<file path="src/rtl/fetch_stage_pkg.sv">
// Shared ISA constants for the 16-bit, 4-bit-opcode, 16-register pipeline.
// Fetch, decode and the hazard unit all import this package.
package fetch_stage_pkg;

  localparam int WORD_W = 16;
  typedef logic [WORD_W-1:0] word_t;

  // Instruction field bit positions
  localparam int OP_HI = 15;
  localparam int OP_LO = 12;
  localparam int RD_HI = 11;
  localparam int RD_LO = 8;
  localparam int RS_HI = 7;
  localparam int RS_LO = 4;
  localparam int RT_HI = 3;
  localparam int RT_LO = 0;

  localparam logic [3:0] OP_NOR = 4'h3;
  localparam logic [3:0] OP_LW  = 4'h8;
  localparam logic [3:0] OP_SW  = 4'h9;
  localparam logic [3:0] OP_JR  = 4'hD;
  localparam logic [3:0] OP_HLT = 4'hF;

  localparam word_t NOP_WORD = 16'h0000;

  // Fetch FSM states
  localparam logic [0:0] ST_RUN  = 1'b0;
  localparam logic [0:0] ST_HALT = 1'b1;

  // IF/ID register controls
  typedef enum logic [1:0] {
    FD_HOLD   = 2'd0,
    FD_BUBBLE = 2'd1,
    FD_LOAD   = 2'd2
  } fd_ctrl_t;

  function automatic word_t pc_inc(input word_t pc);
    return pc + word_t'(1);
  endfunction

endpackage

</file>
<file path="src/rtl/fetch_stage_if_id_reg.sv">
// IF/ID pipeline register: holds, bubbles or loads the fetched word and its PC+1.
module if_id_reg
  import fetch_stage_pkg::*;
#(
  parameter logic [WORD_W-1:0] NOP_INSTR = NOP_WORD
) (
  input  logic              clk,
  input  logic              rst,
  input  fd_ctrl_t          ctrl,
  input  logic [WORD_W-1:0] instr_in,
  input  logic [WORD_W-1:0] pc1_in,
  output logic [WORD_W-1:0] instr_out,
  output logic [WORD_W-1:0] pc1_out,
  output logic              valid_out
);

  logic [WORD_W-1:0] instr_q, instr_d;
  logic [WORD_W-1:0] pc1_q, pc1_d;
  logic              valid_q, valid_d;

  // A bubble keeps the stale pc1; only instr/valid matter for a killed slot.
  always_comb begin
    instr_d = instr_q;
    pc1_d   = pc1_q;
    valid_d = valid_q;
    case (ctrl)
      FD_BUBBLE: begin
        instr_d = NOP_INSTR;
        valid_d = 1'b0;
      end
      FD_LOAD: begin
        instr_d = instr_in;
        pc1_d   = pc1_in;
        valid_d = 1'b1;
      end
      default: ;
    endcase
  end

  always_ff @(posedge clk) begin
    if (rst) begin
      instr_q <= NOP_INSTR;
      pc1_q   <= '0;
      valid_q <= 1'b0;
    end else begin
      instr_q <= instr_d;
      pc1_q   <= pc1_d;
      valid_q <= valid_d;
    end
  end

  assign instr_out = instr_q;
  assign pc1_out   = pc1_q;
  assign valid_out = valid_q;

endmodule

</file>
<file path="src/rtl/fetch_stage.sv">
// Instruction-fetch stage: owns the PC and RUN/HALT state, feeds the IF/ID register.
module fetch_stage
  import fetch_stage_pkg::*;
#(
  parameter logic [15:0] RESET_PC  = 16'h0000,
  parameter logic [15:0] NOP_INSTR = 16'h0000,
  parameter logic [3:0]  HLT_OP    = 4'b1111
) (
  input  logic        clk,
  input  logic        rst,
  input  logic        stl,
  input  logic        redirect,
  input  logic [15:0] redirect_pc,
  output logic [15:0] imem_addr,
  input  logic [15:0] imem_data,
  input  logic        imem_rdy,
  output logic [15:0] FD_instr,
  output logic [15:0] FD_pc1,
  output logic        FD_valid,
  output logic [3:0]  FD_op,
  output logic [3:0]  FD_rd,
  output logic [3:0]  FD_rs,
  output logic [3:0]  FD_rt,
  output logic        halted
);

  logic [15:0] pc_q, pc_d;
  logic [0:0]  state_q, state_d;
  logic        halted_q, halted_d;
  fd_ctrl_t    fd_ctrl;

  // Priority: redirect > stall > halt > imem wait > normal fetch.
  always_comb begin
    pc_d    = pc_q;
    state_d = state_q;
    fd_ctrl = FD_HOLD;
    if (redirect) begin
      pc_d    = redirect_pc;
      state_d = ST_RUN;
      fd_ctrl = FD_BUBBLE;
    end else if (stl) begin
      fd_ctrl = FD_HOLD;
    end else if (state_q == ST_HALT) begin
      fd_ctrl = FD_BUBBLE;
    end else if (!imem_rdy) begin
      fd_ctrl = FD_BUBBLE;
    end else begin
      fd_ctrl = FD_LOAD;
      if (imem_data[OP_HI:OP_LO] == HLT_OP) begin
        state_d = ST_HALT;
      end else begin
        pc_d = pc_inc(pc_q);
      end
    end
    halted_d = (state_d == ST_HALT);
  end

  always_ff @(posedge clk) begin
    if (rst) begin
      pc_q     <= RESET_PC;
      state_q  <= ST_RUN;
      halted_q <= 1'b0;
    end else begin
      pc_q     <= pc_d;
      state_q  <= state_d;
      halted_q <= halted_d;
    end
  end

  if_id_reg #(
    .NOP_INSTR(NOP_INSTR)
  ) u_if_id (
    .clk      (clk),
    .rst      (rst),
    .ctrl     (fd_ctrl),
    .instr_in (imem_data),
    .pc1_in   (pc_inc(pc_q)),
    .instr_out(FD_instr),
    .pc1_out  (FD_pc1),
    .valid_out(FD_valid)
  );

  assign imem_addr = pc_q;
  assign halted    = halted_q;
  assign FD_op     = FD_instr[OP_HI:OP_LO];
  assign FD_rd     = FD_instr[RD_HI:RD_LO];
  assign FD_rs     = FD_instr[RS_HI:RS_LO];
  assign FD_rt     = FD_instr[RT_HI:RT_LO];

endmodule

</file>
<file path="config.mk">
export PLATFORM = sky130hd
export DESIGN_NAME = fetch_stage
export DESIGN_NICKNAME = d
export VERILOG_FILES = /design/src/rtl/fetch_stage_pkg.sv /design/src/rtl/fetch_stage_if_id_reg.sv /design/src/rtl/fetch_stage.sv
export SDC_FILE = /design/constraint.sdc
export NUM_CORES = 1
export LEC_CHECK = 0
export ABC_AREA = 0
export CORE_MARGIN = 1
export CORE_UTILIZATION = 47
export CTS_BUF_LIST = sky130_fd_sc_hd__clkbuf_4
export DETAILED_ROUTE_END_ITERATION = 16
export PLACE_DENSITY = 0.9
export SLEW_MARGIN = 15
export SYNTH_ARGS = -nofsm -noshare
export SYNTH_HDL_FRONTEND = slang
export SYNTH_SLANG_ARGS = --single-unit
</file>
<file path="constraint.sdc">
create_clock -name clk -period 5.8 [get_ports clk]
set_input_delay 0.87 -clock clk [delete_from_list [all_inputs] [get_ports clk]]
set_output_delay 0.87 -clock clk [all_outputs]
set_load 0.03 [all_outputs]
</file>
# Yosys cells after proc, flatten, opt, wreduce, memory -nomap -nowiden
# Cells that the tools add are included.
# totals
wordCells	30
out_inout_bits	66
regBits	50
input_bits	37
# op_classes
n_addsub	1
reduce_logical	4
mux	14
eq_ne	6
# ops
operator	count
2-to-1 mux 16 bit	5
one-hot mux 16 bit (2 select lines)	1
adder 16 x 1 -> 16 bit, second input constant	1
2-to-1 mux 2 bit	4
== test 4 bit, second input constant	1
inequality test 2 bit, second input constant	2
AND reduction 4 bit	1
nonzero test 2 bit	2
2-to-1 mux 1 bit	3
== test 2 x 1 -> 1 bit, second input constant	1
== test 2 bit, second input constant	1
inequality test 2 x 1 -> 1 bit, second input constant	1
one-hot mux 1 bit (2 select lines)	1
OR reduction 2 bit	1

# Logic depth before layout (Yosys ltp)
# logic_depth
depth_word	6
ltp_mapped	10
ltp_nobuf	6

# Hierarchy
# From an unflattened synthesis, not the netlist that was laid out.
# unflattened
hier_cells	293
area_unflattened_um2	2660.1
# by_module_without_submodules
mod	seq_area_each_um2	cells_each	instances	area_per_inst_um2
fetch_stage	340.3	164	1	1341.3
if_id_reg	660.6	129	1	1318.8

# Worst setup path after synthesis
# Ideal clock, no wire load.
# synth_timing
path_kind	input port to flip-flop
from	in stl
to	reg u_if_id.instr_q[0], in the netlist u_if_id.instr_out[0]
required_time_ns	5.735
path_stages	10
path_slack_ns	3.089
t_arrival_ns	2.646
setup_ns	0.065
cell_sequence	or3b_1 -> buf_2 -> nor2_1 -> ha_1 -> clkbuf_1 -> nor2b_1 -> clkbuf_1 -> clkbuf_1 -> a22oi_1 -> nor2_1
# synth_between
elab_chain_len	4
word_cells_on_any_way	6
cone_classes	eq/ne: 2; mux: 3; reduce/logical: 1
# synth_rtl
item	line_no	text
from (decl)	fetch_stage.sv:11	input logic stl,
2-to-1 mux 2 bit *	fetch_stage.sv:41	end else if (stl) begin
2-to-1 mux 2 bit *	fetch_stage.sv:37	if (redirect) begin
== test 2 bit / == test 2 x 1 -> 1 bit (equally long branches)	fetch_stage_if_id_reg.sv:26	case (ctrl)
one-hot mux 16 bit (2 select lines) / nonzero test 2 bit (equally long branches)	--	
to (signal assigned)	fetch_stage_if_id_reg.sv:46	instr_q <= instr_d;
to (decl)	fetch_stage_if_id_reg.sv:17	logic [WORD_W-1:0] instr_q, instr_d;
# Mark *: on every way between the ends. The rest lies on a longest branch, timed or not.
# A chain may end at the register's enable or synchronous reset.

# Final worst setup path
# layout_timing
from	in imem_rdy
to	reg u_if_id.instr_q[4], in the netlist u_if_id.instr_out[4]
# layout_between
elab_chain_len	6
word_cells_on_any_way	8
cone_classes	eq/ne: 2; mux: 5; reduce/logical: 1
# layout_rtl
item	line_no	text
from (decl)	fetch_stage.sv:16	input logic imem_rdy,
2-to-1 mux 2 bit *	fetch_stage.sv:45	end else if (!imem_rdy) begin
2-to-1 mux 2 bit *	fetch_stage.sv:43	end else if (state_q == ST_HALT) begin
2-to-1 mux 2 bit *	fetch_stage.sv:41	
2-to-1 mux 2 bit *	fetch_stage.sv:37	
== test 2 bit / == test 2 x 1 -> 1 bit (equally long branches)	fetch_stage_if_id_reg.sv:26	
one-hot mux 16 bit (2 select lines) / nonzero test 2 bit (equally long branches)	--	
# Marked as above.

==> impl_metrics.toml <==
[pwr]
pwr-share-seq_pct = 53.0
p_total_uw = 705
comb_power_share_pct = 17.9
leakage_uw = 0.00107
internal-power_uw = 517
vdd_drop_max_v = 0.000166
p_per_area_nw_per_um2 = 211
p_switching_uw = 188
netSwitchingFraction_pct = 26.7
clock_power_share_pct = 29.1

[layout]
register_area_um2 = 1000
fin_util_pct = 69.8
fin_nets = 384
final_common_cell = "clkdlybuf4s50_1"
final_area_um2 = 3340
syn_to_final_growth_pct = 41.0
n_antenna_cell = 0
stdcell_count = 413
layout_common_cells = "clkdlybuf4s50_1 (101), nor2_1 (50), dfxtp_1 (50)"
drive_gt1_share_pct = 3.18
multiInputGateArea_um2 = 1140
n_fill_cell = 366

[worst_setup_path]
r2r-end = "u_if_id.instr_out[4]"
crit_path_end_kind = "flip-flop"
start_kind = "input port"
reg2reg_slack_ns = 2.95
critPathArrivalTime_ns = 3.77
cp_data_required_time_ns = 6.09
r2r_start = "halted"
path_max_fanout = 18
crit_type = "input port to flip-flop"
reg2reg_depth = 6

[yosys]
avgSynthCellArea_um2 = 8.62
synth_nets = 314
seq_area_frac_synth_pct = 42.2
synth_area_leaders = "dfxtp_1 (42%), nor2_1 (7.9%), a311oi_1 (5.2%), a211oi_1 (5.1%), a22oi_1 (5.1%)"
synth_area_um2 = 2370
synth_warnings = 0
synth_area_leader_cell = "dfxtp_1"
synth_cells = 275
synth-seq-cells = 50
netlist.area_leader.share_pct = 42.2
yosysUniqueCellTypes = 33

[clock_network]
clkTransAtPathRegs_ns = 0.13
post_cts_buffers = 0
cts_buffers = 5
cts_resized = 0
cts_root_buffer = "clkbuf_4"
h-tree-depth = 2
ctsHoldBuffers = 0
cts.sinks = 50
clk_latency_ns = 0.36
cts_tree = "built"
clock_path_buffers = 2

[route]
vias_per_cell = 5.57
drt_iter0_markers = 133
ant_nets = 0
drt_wl_total_um = 6130
drc = 0
routed-via-count = 2302
routedWlPerCell_um = 14.8
first_pass_iters = 4

[grt]
grt-ovfl-total = 0
grtUsageTotal_pct = 23.8
grt_pass1_vias = 2035
grt_pass1_wl_um = 9890
grt_antenna_before_repair = 0
grt_max_degree = 51

[die]
rows = 25
die_area_um2 = 5330
die_width_um = 73.0
die_y_um = 73.0
ioPinCount = 103
start_util_pct = 49.5
coreArea_um2 = 4790

[timing]
totalNegativeSetupSlack_ns = 0
max_clock_freq_mhz = 288
setup_viol = 0
clock-skew-final_ns = 0.0138
finalHoldViolCount = 0
fin_crit_ns = 3.48
rsz0062_at_grt = "false"
worst_pin_slew_ns = 1.18
fin_crit_sh_pct = 59.9
finalMaxSlewViolations = 0
max_slew_margin_pct = 21.5

[worst_hold_path]
holdPathEnd = "u_if_id.pc1_out[15]"
hp-class = "flip-flop to flip-flop"
whs_path_depth = 2
worstHoldStart = "u_if_id.pc1_out[15]"

[placed_design]
dpl-instance-area_um2 = 3260
numPortBuffers = 102
post-place-cells = 405
place.gp.congestion = 0.855
dp_hpwl_um = 4450

[status]
status = "finished clean"

[job]
maxCapViolCount = 0
==> Yosys cell counts <==
| library cell | number |
|---|---|
| clkbuf_2 | 1 |
| nand4_1 | 6 |
| a31oi_1 | 1 |
| or3_1 | 8 |
| or2b_1 | 1 |
| or3b_1 | 1 |
| nor2b_1 | 1 |
| nor4_1 | 3 |
| a311oi_1 | 14 |
| or2_2 | 1 |
| nand2_1 | 4 |
| a22oi_1 | 16 |
| ha_1 | 2 |
| and4_1 | 3 |
| a211oi_1 | 16 |
| or2_1 | 1 |
| inv_1 | 3 |
| nand3_1 | 6 |
| nor3_1 | 6 |
| dfxtp_1 | 50 |
| nor3b_1 | 1 |
| buf_4 | 16 |
| buf_2 | 5 |
| and3_1 | 1 |
| o31ai_1 | 6 |
| nor2_1 | 50 |
| or4_1 | 6 |
| o21ai_0 | 8 |
| xor2_1 | 3 |
| clkbuf_1 | 18 |
| xnor2_1 | 12 |
| mux2i_1 | 3 |
| a21oi_1 | 2 |
==> worst max-delay path: stages <==
cell,delay [ns]
clkdlybuf4s50_1,0.49
or3b_1,0.48
nor2_1,0.13
ha_1,0.46
nor2b_1,1.00
a22oi_1,0.19
nor2_1,0.14
==> routing by layer <==
layer | track usage [%] | vias to the layer above | wire (um)
met5 | 0 | - | 0
met4 | 6.54 | 0 | 76
met3 | 4.01 | 6 | 292
met2 | 39.0 | 79 | 3010
met1 | 32.4 | 1080 | 2740
li1 | - | 1137 | -
==> kinds of logic after synthesis <==
logic type / after synthesis / share of synthesized area [%]
DFF: 50 / 42.2
adders and majority gates: 2 / 1.06
AOI/OAI and AO/OA: 63 / 19.6
buffers and inverters: 43 / 9.66
xor gates and xnor gates: 15 / 5.54
and+or+nand+nor: 99 / 20.6
muxes: 3 / 1.27
==> how the worst max path moves through the flow <==
stage | from | to | slack, ns | cells after the start
after detailed placement | imem_rdy | u_if_id.instr_out[4] | 1.99 | 7
after global placement | imem_rdy | u_if_id.instr_out[11] | 2.17 | 7
after global routing | imem_rdy | u_if_id.instr_out[4] | 2.11 | 7
final | imem_rdy | u_if_id.instr_out[4] | 2.32 | 7
after floorplan | stl | u_if_id.instr_out[0] | 3.09 | 10
after CTS | imem_rdy | u_if_id.instr_out[4] | 2.37 | 7
==> registers in the layout, summed over array words and instances (netlist names) <==
register and flops:
u_if_id.instr_out 16, imem_addr 16, halted 1, u_if_id.valid_out 1
u_if_id.pc1_out 16
==> final cells by class <==
class	instances	share of cell area (%)
clock buffer	7	1.57
multi-input combinational	182	34.1
clock inverter	1	0.899
sequential	50	30.0
tap	67	2.51
timing repair buffer	103	30.6
inverter	3	0.337
==> stage by stage <==
step | worst slack, ns | hold WS [ns]
global placement | 2.17 | 0.475
detailed placement | 1.99 | 0.478
global route | 2.11 | 0.512
finish | 2.32 | 0.492
floorplan | 3.09 | 0.605
CTS | 2.37 | 0.496
==> power groups by stage <==
stage	Combinational [uW]	Clock, uW	Sequential (uW)
after floorplan	48.6	0	399
final	126	205	374
after global routing	136	221	376
after detailed placement	126	0	381
after CTS	126	207	373
after global placement	123	0	380
Power figures use the tool's default switching activity.
